**src/rtl/fp_unit_arbiter.sv**
```systemverilog
// Round-robin arbiter sharing one non-pipelined single-operand FP unit among NUM_REQ requesters.
// Define ARB_FIXED_PRIO_EN for fixed priority (requester 0 highest) instead of round-robin.
module fp_unit_arbiter #(
  parameter int NUM_REQ = 4,
  parameter int WIDTH   = 32
) (
  input  logic                     clk,
  input  logic                     rst,
  input  logic [NUM_REQ*WIDTH-1:0] req_a,
  input  logic [NUM_REQ-1:0]       req_a_stb,
  output logic [NUM_REQ-1:0]       req_a_ack,
  output logic [WIDTH-1:0]         rsp_z,
  output logic [NUM_REQ-1:0]       rsp_z_stb,
  input  logic [NUM_REQ-1:0]       rsp_z_ack,
  output logic [WIDTH-1:0]         unit_a,
  output logic                     unit_a_stb,
  input  logic                     unit_a_ack,
  input  logic [WIDTH-1:0]         unit_z,
  input  logic                     unit_z_stb,
  output logic                     unit_z_ack
);
  localparam int GW = $clog2(NUM_REQ);

  typedef enum logic [2:0] {ARB, ACCEPT, ISSUE, WAIT, DELIVER} state_t;

  state_t          state_reg;
  logic [GW-1:0]   grant_reg;
  logic [GW-1:0]   last_grant_reg;
  logic [GW-1:0]   pick;
  logic [WIDTH-1:0] req_slice [NUM_REQ];

  genvar gi;
  generate
    for (gi = 0; gi < NUM_REQ; gi++) begin : g_slice
      assign req_slice[gi] = req_a[gi*WIDTH +: WIDTH];
    end
  endgenerate

`ifdef ARB_FIXED_PRIO_EN
  always_comb begin
    pick = '0;
    for (int k = NUM_REQ - 1; k >= 0; k--) begin
      if (req_a_stb[GW'(k)]) pick = GW'(k);
    end
  end
`else
  int idx;

  // Scan from farthest to nearest after last_grant so the nearest requester wins.
  always_comb begin
    pick = '0;
    idx  = 0;
    for (int k = NUM_REQ; k >= 1; k--) begin
      idx = int'(last_grant_reg) + k;
      if (idx >= NUM_REQ) idx = idx - NUM_REQ;
      if (req_a_stb[GW'(idx)]) pick = GW'(idx);
    end
  end
`endif

  // unit_a doubles as the captured operand and rsp_z as the captured result.
  always_ff @(posedge clk) begin
    if (rst) begin
      state_reg      <= ARB;
      grant_reg      <= '0;
      last_grant_reg <= GW'(NUM_REQ - 1);
      req_a_ack      <= '0;
      rsp_z_stb      <= '0;
      unit_a_stb     <= 1'b0;
      unit_z_ack     <= 1'b0;
      rsp_z          <= '0;
      unit_a         <= '0;
    end else begin
      case (state_reg)
        ARB: begin
          if (|req_a_stb) begin
            grant_reg <= pick;
            state_reg <= ACCEPT;
          end
        end
        ACCEPT: begin
          if (req_a_ack[grant_reg]) begin
            req_a_ack <= '0;
            if (req_a_stb[grant_reg]) begin
              unit_a     <= req_slice[grant_reg];
              unit_a_stb <= 1'b1;
              state_reg  <= ISSUE;
            end else begin
              state_reg <= ARB;
            end
          end else if (req_a_stb[grant_reg]) begin
            req_a_ack[grant_reg] <= 1'b1;
          end else begin
            state_reg <= ARB;
          end
        end
        ISSUE: begin
          if (unit_a_ack) begin
            unit_a_stb <= 1'b0;
            unit_z_ack <= 1'b1;
            state_reg  <= WAIT;
          end
        end
        WAIT: begin
          if (unit_z_stb) begin
            unit_z_ack           <= 1'b0;
            rsp_z                <= unit_z;
            rsp_z_stb[grant_reg] <= 1'b1;
            state_reg            <= DELIVER;
          end
        end
        DELIVER: begin
          if (rsp_z_ack[grant_reg]) begin
            rsp_z_stb      <= '0;
            last_grant_reg <= grant_reg;
            state_reg      <= ARB;
          end
        end
        default: state_reg <= ARB;
      endcase
    end
  end
endmodule

```
**config.mk**
```make
export PLATFORM = sky130hd
export DESIGN_NAME = fp_unit_arbiter
export DESIGN_NICKNAME = d
export VERILOG_FILES = /design/src/rtl/fp_unit_arbiter.sv
export SDC_FILE = /design/constraint.sdc
export NUM_CORES = 1
export LEC_CHECK = 0
export BUFFER_PORTS_ARGS = -buffer_cell sky130_fd_sc_hd__buf_2
export CORE_ASPECT_RATIO = 1.5
export CORE_MARGIN = 3
export CORE_UTILIZATION = 46
export CTS_CLUSTER_SIZE = 14
export DETAILED_ROUTE_END_ITERATION = 7
export GPL_ROUTABILITY_DRIVEN = 0
export PLACE_DENSITY = 0.92
export SLEW_MARGIN = 20
export SYNTH_ARGS = -nofsm -noshare
export SYNTH_HDL_FRONTEND = slang
export SYNTH_SLANG_ARGS = --single-unit
```
**constraint.sdc**
```tcl
create_clock -name clk -period 4.8 [get_ports clk]
set_input_delay 0.96 -clock clk [delete_from_list [all_inputs] [get_ports clk]]
set_output_delay 0.96 -clock clk [all_outputs]
set_load 0.005 [all_outputs]
```
==> results by group <==
Floorplan
  • Die footprint: 0.00961 mm2
  • IO Pins: approximately 250
  • Number of placement rows: 40
  • Die width: 81.1 um
  • Height of the chip: about 120 um
  • Core area: 0.00811 mm2
  • Initial Utilization: 47.9%

Synthesis
  • Synth top area share: 41.7%
  • Post-synthesis cell count: 385
  • Netlist cell types: 33
  • Synth warn: 0
  • Mean Syn Cell Area: 10.1 um2
  • Synth Cell Area: 0.00389 mm2
  • Sequential share of the synthesized area: 41.7%
  • Syn_nets: between 500 and 600
  • Dominant cell type by area after synthesis: dfxtp_1
  • Top cells by area, synth: dfxtp_1, mux4_2, mux2i_1
  • Register bit count reported by yosys: between 80 and 90

Detailed routing
  • Per-cell routed wire length: 17.0 um
  • DRC violations left: 0
  • Vias: 3890
  • Via/cell ratio: 5.40
  • Starting DRT DRC Count: around 180
  • Drt total wl: approximately 12000 um
  • TritonRoute pass-1 iters: 6
  • Antenna viol nets, final: 0

Global routing
  • Gr ovfl total: 0
  • Initial antenna violation count: 0
  • Vias in the first global route: 4059
  • Total Routing Usage GR: 26.1%
  • First-pass GRT wire length: 19400 um
  • Largest net degree at the start of global routing: 43

Timing
  • Max frequency: between 300 and 400 MHz
  • Finish-stage setup viols: 0
  • Setup TNS: 0 ns
  • Worst-Margin Slew: 1.03 ns
  • Final hold vios: 0
  • Final min period: 2.56 ns
  • Headroom to the max-slew limit: 31.6%
  • Tcrit/Tclk final: 53.3%
  • Slew Limit Fails: 0
  • Max Clock Skew: 0.00663 ns
  • RSZ-0062 raised after global routing: false
  • Hold slack: 0.451 ns

Cells and area
  • Nets@finish: 783
  • Most frequent cells in the layout: buf_2, dfxtp_1, nand2_1
  • Leading cell type in the layout, fill and taps excluded: buf_2
  • Fillers: around 670
  • Fin util: 66.4%
  • Fraction of layout cells with a size suffix above 1: 49.4%
  • Top flop regs: rsp_z: 32 flops, unit_a: 32 flops
  • ANT cells: 0
  • P&R area growth vs syn: 38.5%

Clocking
  • Hold_buf cts: 0
  • Number of buffers created by CTS: 9
  • Clock net sink count: 81
  • Post CTS Setup Buffer Count: 0
  • Worst-path clk slew: 0.06 ns
  • CTS tree: done
  • Worst-Skew Late Latency: 0.33 ns
  • Longest Clk Path Bufs: 2
  • Post-CTS resize count: 0
  • CTS H-tree depth: 3
  • Root Buffer: clkbuf_16

Critical path
  • Critical path capture point type: flop
  • CP Launch Type: flop
  • Kind of critical path: flop to flop
  • Crit path max fanout: 42
  • Crit path required time: 4.99 ns
  • CP Data Arrival Time: 2.75 ns

Placement
  • I/O Buffers: 245
  • Hpwl dp: 9480 um

Power
  • Power Total: 1630 uW
  • Switching Share: 22.4%
  • Clock share of power: 42.5%
  • Sequential share of power: 43.2%
  • Pwr/cell area: 304 mW/mm2
  • Comb pwr share: 14.3%
  • Peak VDD IR: 0.210 mV
  • P_leak: about 0.0027 uW
  • Net switching power figure: 366 uW
  • Pint: roughly 1300 uW

Run
  • Max-cap violations: 0

Hold path
  • Hold crit path type: flop to flop

Run status
  • Outcome: complete, no violations
## cell usage after synthesis, drive strengths merged
cell type,count
a211o,1
a21oi,44
a221o,1
a2bb2oi,2
a311oi,1
a31oi,2
a32oi,1
and2,1
and3,2
buf,13
clkbuf,19
dfxtp,81
inv,6
mux2i,32
mux4,35
nand2,71
nand2b,1
nand3,3
nor2,43
nor2b,3
nor3,10
nor3b,1
nor4,1
nor4b,1
nor4bb,1
o21a,1
o21ai,4
o22ai,2
o31a,2
## critical path, cell delays in order (launching register included)
cell and delay [ns]:
dfxtp_2 0.99, mux4_2 0.49, nand3_4 0.48, mux2i_1 0.37, nor2_1 0.07
## metrics by stage
step	setup slack, ns	cells	instance area, um2
after floorplan	2.65	385	3890
after global placement	2.25	705	5070
after detailed placement	2.17	705	5070
after CTS	2.19	721	5380
after global routing	1.97	721	5380
final	2.24	721	5380
## logic make-up after synthesis
group	count (synthesis)	share of synthesized area, %
AO/OA/AOI/OAI	61	8.85
flip-flops	81	41.7
AND/OR/NAND/NOR	138	15.4
buffers and inverters	38	5.57
multiplexers	67	28.5
## area by class of cell
| class | instances | area, um2 | area share (%) |
|---|---|---|---|
| flip-flops and latches | 81 | 1620 | 30.2 |
| clock inverters | 2 | 35.0 | 0.651 |
| multi-input cells | 266 | 2060 | 38.2 |
| repair buffers | 247 | 1240 | 23.1 |
| inverters | 6 | 22.5 | 0.418 |
| well taps | 105 | 131 | 2.44 |
| clock buffers | 14 | 274 | 5.09 |
## final timing paths
path | from | endpoint | slack [ns] | cells after the start
max reg2reg | grant_reg[1]$_SDFFE_PP0P_ | unit_a[11]$_SDFFE_PP0P_ | 2.24 | 4
min reg2reg | rsp_z[5]$_SDFFE_PP0P_ | rsp_z[5]$_SDFFE_PP0P_ | 0.45 | 2
max | grant_reg[1]$_SDFFE_PP0P_ | unit_a[11]$_SDFFE_PP0P_ | 2.24 | 4
min | rsp_z[5]$_SDFFE_PP0P_ | rsp_z[5]$_SDFFE_PP0P_ | 0.45 | 2
## power groups by stage
stage | Clock [uW] | Combinational (uW) | Sequential [uW]
floorplan | 0 | 154 | 703
global placement | 0 | 223 | 719
detailed placement | 0 | 232 | 721
CTS | 715 | 234 | 707
global route | 740 | 254 | 710
finish | 696 | 233 | 706
## per-layer routing
layer	part of all wire [%]	global-route usage (%)	up-vias
li1	-	-	1821
met2	52	45.1	213
met5	0	0	-
met1	36	27.2	1808
met4	4.0	14.9	0
met3	8.3	7.77	48
(Power assumes the default switching activity.)
